==> src/rtl/mix_term_gen.sv <==
// mix_term_gen
// Buffers four row-major AES state rows and then emits, for each output row r,
// the four MixColumns terms {2*a[r], 3*a[r+1], a[r+2], a[r+3]}. Every byte lane
// is computed on its own in GF(2^8). The downstream 4-input XOR of term0..term3
// forms output row r.
//
// Optional build macro: MIX_INV_EN
//   When it is defined, an extra input `inv` is sampled on each run pulse and
//   held for the whole block. With inv=1 the block emits the InvMixColumns terms
//   {0E*a[r], 0B*a[r+1], 0D*a[r+2], 09*a[r+3]}.
//
// Ports
//   clk, rst            clock; synchronous active-high reset
//   run                 one-cycle pulse that starts or restarts a 4-row block
//   in_valid/in_ready   row-word handshake; in_data lane j = bits [8j+7:8j]
//   out_valid/out_ready term-set handshake
//   term0..term3        registered terms for the XOR mix unit
//   out_row, out_last   row index of the current set; out_last is high for r==3
//   busy, done          busy when not idle; done pulses after the r==3 set is consumed
module mix_term_gen #(
    parameter int         DATA_W = 32,
    parameter logic [7:0] POLY   = 8'h1B
) (
    input  logic              clk,
    input  logic              rst,
    input  logic              run,
`ifdef MIX_INV_EN
    input  logic              inv,
`endif
    input  logic              in_valid,
    output logic              in_ready,
    input  logic [DATA_W-1:0] in_data,
    output logic              out_valid,
    input  logic              out_ready,
    output logic [DATA_W-1:0] term0,
    output logic [DATA_W-1:0] term1,
    output logic [DATA_W-1:0] term2,
    output logic [DATA_W-1:0] term3,
    output logic [1:0]        out_row,
    output logic              out_last,
    output logic              busy,
    output logic              done
);

    localparam int LANES = DATA_W / 8;

    typedef enum logic [1:0] {
        IDLE = 2'd0,
        LOAD = 2'd1,
        EMIT = 2'd2
    } state_t;

    // Multiply by x modulo (x^8 + POLY).
    function automatic logic [7:0] xtime(input logic [7:0] b);
        return {b[6:0], 1'b0} ^ (b[7] ? POLY : 8'h00);
    endfunction

    // Scale every byte lane of a row by a small constant taken from the xtime chain.
    function automatic logic [DATA_W-1:0] row_mul(input logic [DATA_W-1:0] row,
                                                  input logic [3:0]        coef);
        logic [DATA_W-1:0] res;
        logic [7:0]        b;
        logic [7:0]        x2;
        logic [7:0]        x4;
        logic [7:0]        x8;
        res = {DATA_W{1'b0}};
        for (int j = 0; j < LANES; j++) begin
            b  = row[8*j +: 8];
            x2 = xtime(b);
            x4 = xtime(x2);
            x8 = xtime(x4);
            case (coef)
                4'h1:    res[8*j +: 8] = b;
                4'h2:    res[8*j +: 8] = x2;
                4'h3:    res[8*j +: 8] = x2 ^ b;
                4'h9:    res[8*j +: 8] = x8 ^ b;
                4'hB:    res[8*j +: 8] = x8 ^ x2 ^ b;
                4'hD:    res[8*j +: 8] = x8 ^ x4 ^ b;
                4'hE:    res[8*j +: 8] = x8 ^ x4 ^ x2;
                default: res[8*j +: 8] = 8'h00;
            endcase
        end
        return res;
    endfunction

    // Build the packed term set {t3,t2,t1,t0} for output row r from the four buffered rows.
    function automatic logic [4*DATA_W-1:0] term_set(input logic [4*DATA_W-1:0] rows,
                                                     input logic [1:0]          r,
                                                     input logic                inv_sel);
        logic [4*DATA_W-1:0] res;
        logic [1:0]          kk;
        logic [1:0]          idx;
        logic [3:0]          coef;
        res = {(4*DATA_W){1'b0}};
        for (int k = 0; k < 4; k++) begin
            kk  = 2'(k);
            idx = r + kk;                 // wraps mod 4
            case (kk)
                2'd0:    coef = inv_sel ? 4'hE : 4'h2;
                2'd1:    coef = inv_sel ? 4'hB : 4'h3;
                2'd2:    coef = inv_sel ? 4'hD : 4'h1;
                default: coef = inv_sel ? 4'h9 : 4'h1;
            endcase
            res[k*DATA_W +: DATA_W] = row_mul(rows[idx*DATA_W +: DATA_W], coef);
        end
        return res;
    endfunction

    state_t              state_r;
    state_t              state_s;
    logic [1:0]          cnt_r;
    logic [1:0]          cnt_s;
    logic [4*DATA_W-1:0] row_buf_r;
    logic [4*DATA_W-1:0] row_buf_s;
    logic [4*DATA_W-1:0] rows_fill_s;
    logic [4*DATA_W-1:0] terms_r;
    logic [4*DATA_W-1:0] terms_s;
    logic [1:0]          out_row_r;
    logic [1:0]          out_row_s;
    logic                out_last_r;
    logic                out_last_s;
    logic                done_r;
    logic                done_s;
    logic                in_ready_r;
    logic                out_valid_r;
    logic                busy_r;
    logic                inv_sel_s;

`ifdef MIX_INV_EN
    logic inv_r;
    logic inv_s;

    // Capture the transform direction on each run pulse and hold it for the block.
    always_comb begin
        inv_s = inv_r;
        if (run) begin
            inv_s = inv;
        end else begin
            inv_s = inv_r;
        end
        inv_sel_s = inv_r;
    end

    // Direction register.
    always_ff @(posedge clk) begin
        if (rst) begin
            inv_r <= 1'b0;
        end else begin
            inv_r <= inv_s;
        end
    end
`else
    // Forward-only build: direction is fixed.
    always_comb begin
        inv_sel_s = 1'b0;
    end
`endif

    // The 4th word is still on in_data when the r=0 terms are built, so splice it in as row 3.
    always_comb begin
        rows_fill_s = {in_data, row_buf_r[3*DATA_W-1:0]};
    end

    // Next-state, buffer and term-register logic; run takes priority over any handshake.
    always_comb begin
        state_s    = state_r;
        cnt_s      = cnt_r;
        row_buf_s  = row_buf_r;
        terms_s    = terms_r;
        out_row_s  = out_row_r;
        out_last_s = out_last_r;
        done_s     = 1'b0;
        case (state_r)
            IDLE: begin
                if (run) begin
                    state_s = LOAD;
                    cnt_s   = 2'd0;
                end else begin
                    state_s = IDLE;
                end
            end
            LOAD: begin
                if (run) begin
                    state_s = LOAD;
                    cnt_s   = 2'd0;
                end else if (in_valid) begin
                    row_buf_s[cnt_r*DATA_W +: DATA_W] = in_data;
                    if (cnt_r == 2'd3) begin
                        state_s    = EMIT;
                        cnt_s      = 2'd0;
                        terms_s    = term_set(rows_fill_s, 2'd0, inv_sel_s);
                        out_row_s  = 2'd0;
                        out_last_s = 1'b0;
                    end else begin
                        cnt_s = cnt_r + 2'd1;
                    end
                end else begin
                    cnt_s = cnt_r;
                end
            end
            EMIT: begin
                if (run) begin
                    state_s = LOAD;
                    cnt_s   = 2'd0;
                end else if (out_ready) begin
                    if (out_row_r == 2'd3) begin
                        state_s = IDLE;
                        done_s  = 1'b1;
                    end else begin
                        // Next set is registered on the consuming edge for 1 set/cycle.
                        terms_s    = term_set(row_buf_r, out_row_r + 2'd1, inv_sel_s);
                        out_row_s  = out_row_r + 2'd1;
                        out_last_s = (out_row_r == 2'd2);
                    end
                end else begin
                    state_s = EMIT;
                end
            end
            default: begin
                state_s = IDLE;
                cnt_s   = 2'd0;
            end
        endcase
    end

    // State, buffer and registered outputs; handshake flags follow the next state.
    always_ff @(posedge clk) begin
        if (rst) begin
            state_r     <= IDLE;
            cnt_r       <= 2'd0;
            row_buf_r   <= {(4*DATA_W){1'b0}};
            terms_r     <= {(4*DATA_W){1'b0}};
            out_row_r   <= 2'd0;
            out_last_r  <= 1'b0;
            done_r      <= 1'b0;
            in_ready_r  <= 1'b0;
            out_valid_r <= 1'b0;
            busy_r      <= 1'b0;
        end else begin
            state_r     <= state_s;
            cnt_r       <= cnt_s;
            row_buf_r   <= row_buf_s;
            terms_r     <= terms_s;
            out_row_r   <= out_row_s;
            out_last_r  <= out_last_s;
            done_r      <= done_s;
            in_ready_r  <= (state_s == LOAD);
            out_valid_r <= (state_s == EMIT);
            busy_r      <= (state_s != IDLE);
        end
    end

    assign in_ready  = in_ready_r;
    assign out_valid = out_valid_r;
    assign term0     = terms_r[0*DATA_W +: DATA_W];
    assign term1     = terms_r[1*DATA_W +: DATA_W];
    assign term2     = terms_r[2*DATA_W +: DATA_W];
    assign term3     = terms_r[3*DATA_W +: DATA_W];
    assign out_row   = out_row_r;
    assign out_last  = out_last_r;
    assign busy      = busy_r;
    assign done      = done_r;

endmodule

==> config.mk <==
export PLATFORM = sky130hd
export DESIGN_NAME = mix_term_gen
export DESIGN_NICKNAME = d
export VERILOG_FILES = /design/src/rtl/mix_term_gen.sv
export SDC_FILE = /design/constraint.sdc
export NUM_CORES = 1
export LEC_CHECK = 0
export CAP_MARGIN = 15
export CORE_ASPECT_RATIO = 1.5
export CORE_UTILIZATION = 52
export DETAILED_ROUTE_END_ITERATION = 7
export PLACE_DENSITY_LB_ADDON = 0.08
export SLEW_MARGIN = 20
export SYNTH_ARGS = -nofsm -noshare
export SYNTH_HDL_FRONTEND = slang
export SYNTH_SLANG_ARGS = --single-unit
==> constraint.sdc <==
create_clock -name clk -period 2.65 [get_ports clk]
set_input_delay 0.53 -clock clk [delete_from_list [all_inputs] [get_ports clk]]
set_output_delay 0.53 -clock clk [all_outputs]
set_load 0.02 [all_outputs]
==> flow_summary_export.csv <==
group,metric,value,unit
finish,area_growth,21.1,%
detailed_routing,post_drt_wl_per_cell,26.0,µm
floorplanning,fp.dieW,143,µm
yosys,yosysWarningCount,0,
yosys,synth_fp_nets,1848,
grt,grt_pass1_vias,14800,
floorplanning,pin_count,172,
pwr,power_per_cell_area,452,nW/µm²
finish,final_layout_size_suffix_gt1_share,13.3,%
outcome,status,"finished, final reports clean",
floorplanning,chipHeight,214,µm
floorplanning,fp.coreArea,29400,µm²
yosys,netlist.top_cell.by_area,"sky130_fd_sc_hd__dfxtp_1",
detailed_routing,first_iter_violations,1474,
detailed_routing,via_count,15300,
sta,slew_headroom,49.5,%
detailed_routing,routed_via_density,6.63,
setup_path,worst-path-max-fanout,32,
grt,globalRoute.busiestLayer,"met2",
place,replace_congestion,0.924,
sta,skew,0.00851,ns
finish,layout.nets,1931,
sta,fmax,386,MHz
sta,worst-slew-pin-transition,0.754,ns
grt,met3_usage,8.02,%
yosys,share_of_the_synthesized_area_in_the_top_cell_type,34.4,%
sta,setup_violations,0,
detailed_routing,drtAntennaViolNets,0,
yosys,synth_seq_area_share,34.4,%
yosys,netlist_instances,1803,
grt,grt_pass1_wl,90400,µm
clock_tree,cts.path.max_buffers,3,
clock_tree,cts_made_buffers,28,
min_path,hold_path.class,"reg2reg",
flow_run,cap_viol_max_count,0,
yosys,synth.ff_latch_count,267,
floorplanning,design.die.area,30600,µm²
sta,rsz_0062_raised_after_global_routing,"false",
finish,insertedDiodeCount,0,
detailed_routing,drc_errors,0,
finish,post_layout_nonfiller_instances,2301,
clock_tree,htreeDepth,1,
place,numPortBuffers,171,
setup_path,crit_required,2.12,ns
yosys,ys_top_cells_by_area,"sky130_fd_sc_hd__dfxtp_1 34%, sky130_fd_sc_hd__mux4_2 9.4%, sky130_fd_sc_hd__nand2_1 7.5%, sky130_fd_sc_hd__a21oi_1 6.9%, sky130_fd_sc_hd__xor2_1 5.6%",
yosys,number_of_different_library_cells_in_the_post_synthesis_netlist,57,
yosys,ys_async_sr_fraction,0,%
grt,grt_use_met2,63.6,%
finish,layout.cells.most_common,"sky130_fd_sc_hd__nand2_1",
clock_tree,post-cts-setup-buffers,0,
pwr,vdd_ir_drop_max,493,µV
sta,report.final.slew_viol_count,0,
setup_path,critical_path.startpoint_type,"register",
yosys,postSynth.topFlopCell,"sky130_fd_sc_hd__dfxtp_1",
grt,grt_antenna_before_repair,0,
floorplanning,initial_util,52.8,%
sta,worst_hold_slack,0.482,ns
place,hpwlAfterDp,38900,µm
clock_tree,clkSlewWorstSetupHoldPaths,0.07,ns
detailed_routing,drt_pre_antenna_iters,6,
yosys,synth.cell_area,15500,µm²
sta,hold_violations,0,
finish,most_frequent_cells_in_the_layout,"311 x sky130_fd_sc_hd__nand2_1, 266 x sky130_fd_sc_hd__dfxtp_1, 215 x sky130_fd_sc_hd__a21oi_1",
place,placed_cell_count,2251,
finish,fillCellCount,2599,
pwr,total_power,0.00851,W
clock_tree,ctsRootBufferMaster,"sky130_fd_sc_hd__clkbuf_16",
setup_path,worstSetupPathType,"reg2out",
grt,grt.total_usage,39.6,%
grt,grt_max_degree,80,
setup_path,crit_arrival,2.06,ns
yosys,post_synth_edffs,0,
detailed_routing,wirelength_routed,59900,µm
floorplanning,num_rows,77,
setup_path,timing.critical_path.to_type,"primary output",
yosys,syn_area_per_cell,8.61,µm²
clock_tree,tritoncts,"done",
pwr,static-leakage-power,6.81,nW
clock_tree,clock_sinks,267,
sta,period_share,97.6,%
clock_tree,clock_latency,0.57,ns
sta,finalCriticalPeriod,2.59,ns
grt,global_route.usage.met1,46.4,%
grt,grt.overflow.total,0,
power by group:
| group | leakage, nW | switching (W) | internal (W) | total (W) |
|---|---|---|---|---|
| clock network | 0.459 | 0.00170 | 0.00234 | 0.00404 |
| registers | 2.15 | 0.0000324 | 0.00403 | 0.00406 |
| logic | 4.20 | 0.000266 | 0.000145 | 0.000411 |
registers in the layout, summed over array words and instances (netlist names):
register,count
row_buf_r,128
terms_r,128
cnt_r,2
out_row,2
state_r,2
busy,1
done,1
in_ready,1
out_last,1
out_valid,1
synthesized netlist by cell type (3+ instances only):
cell / instances
sky130_fd_sc_hd__xnor3_1: 11
sky130_fd_sc_hd__nand2_1: 312
sky130_fd_sc_hd__a2111o_1: 11
sky130_fd_sc_hd__o21ai_0: 66
sky130_fd_sc_hd__a21oi_1: 215
sky130_fd_sc_hd__clkbuf_1: 128
sky130_fd_sc_hd__nor3b_1: 3
sky130_fd_sc_hd__a31oi_1: 51
sky130_fd_sc_hd__a32oi_1: 3
sky130_fd_sc_hd__mux2_2: 29
sky130_fd_sc_hd__and3_1: 11
sky130_fd_sc_hd__buf_4: 17
sky130_fd_sc_hd__o211a_1: 11
sky130_fd_sc_hd__xnor2_1: 30
sky130_fd_sc_hd__o2bb2ai_1: 15
sky130_fd_sc_hd__buf_2: 46
sky130_fd_sc_hd__dfxtp_1: 267
sky130_fd_sc_hd__a22oi_1: 16
sky130_fd_sc_hd__a211o_1: 6
sky130_fd_sc_hd__xor2_1: 99
sky130_fd_sc_hd__buf_1: 14
sky130_fd_sc_hd__a21boi_0: 11
sky130_fd_sc_hd__buf_6: 7
sky130_fd_sc_hd__nand2b_1: 11
sky130_fd_sc_hd__a211oi_1: 11
sky130_fd_sc_hd__ha_1: 8
sky130_fd_sc_hd__nor2_1: 12
sky130_fd_sc_hd__a311oi_1: 41
sky130_fd_sc_hd__and2_1: 4
sky130_fd_sc_hd__mux2i_1: 35
sky130_fd_sc_hd__nor2b_1: 4
sky130_fd_sc_hd__inv_1: 7
sky130_fd_sc_hd__nand3_1: 157
sky130_fd_sc_hd__nor3_1: 5
sky130_fd_sc_hd__o22ai_1: 11
sky130_fd_sc_hd__o22a_1: 8
sky130_fd_sc_hd__mux4_2: 65
sky130_fd_sc_hd__o211ai_1: 22
repair_timing:
item / in CTS / in global routing
hold buffers: 0 / 0
gates resized for setup: 1 / 1
setup endpoints to repair: 1 / 1
cloned: 0 / 0
final timing paths:
| kind | from | to | slack, ns | depth (start not counted) |
|---|---|---|---|---|
| worst max-delay path | out_row[0]$_SDFFE_PP0P_ | out_row[0] | 0.06 | 3 |
| worst min-delay path | terms_r[31]$_SDFFE_PP0P_ | terms_r[31]$_SDFFE_PP0P_ | 0.48 | 2 |
| worst max register to register | out_row[0]$_SDFFE_PP0P_ | terms_r[36]$_SDFFE_PP0P_ | 0.11 | 7 |
| worst min register to register | terms_r[31]$_SDFFE_PP0P_ | terms_r[31]$_SDFFE_PP0P_ | 0.48 | 2 |
cell type report:
class	instances	area (µm²)	share of cell area (%)
Multi-Input combinational cell	1317	9270	49.3
Sequential cell	267	5350	28.4
Timing Repair Buffer	265	2740	14.6
Clock buffer	44	872	4.64
Tap cell	395	494	2.63
Clock inverter	6	57.6	0.306
Inverter	7	26.3	0.140
cells by family (layout without fill, tap and decap cells):
group,count (synthesis),after routing,synth area share [%]
flops,267,267,34.4
xor+xnor,140,140,8.87
compound gates,507,507,20.7
buf+inv,219,322,6.42
mux,129,129,13.8
simple gates,533,533,15.1
fa+ha+maj,8,8,0.645
stage by stage:
| step | setup TNS (ns) | utilization [%] | setup slack [ns] | instance area (µm²) |
|---|---|---|---|---|
| final | 0 | 64.0 | 0.0623 | 18800 |
| after global routing | 0 | 64.0 | 0.00314 | 18800 |
| after CTS | 0 | 64.0 | 0.0475 | 18800 |
| after detailed placement | -0.0164 | 60.8 | -0.0164 | 17900 |
| after global placement | -0.00849 | 60.8 | -0.00849 | 17900 |
| after floorplan | 0 | - | 0.0195 | 15600 |
worst max-delay path, cell delays in order, from the launching register on:
cell	delay, ns
sky130_fd_sc_hd__dfxtp_4	0.35
sky130_fd_sc_hd__buf_4	0.13
sky130_fd_sc_hd__clkbuf_8	0.33
sky130_fd_sc_hd__clkdlybuf4s50_1	0.67
per-layer routing:
metal	part of all wire (%)	wire, µm
met1	36	21600
met5	0	0
met4	7.5	4510
met3	9.9	5910
met2	47	27900
Note: power is estimated with default switching activity, not from simulation.
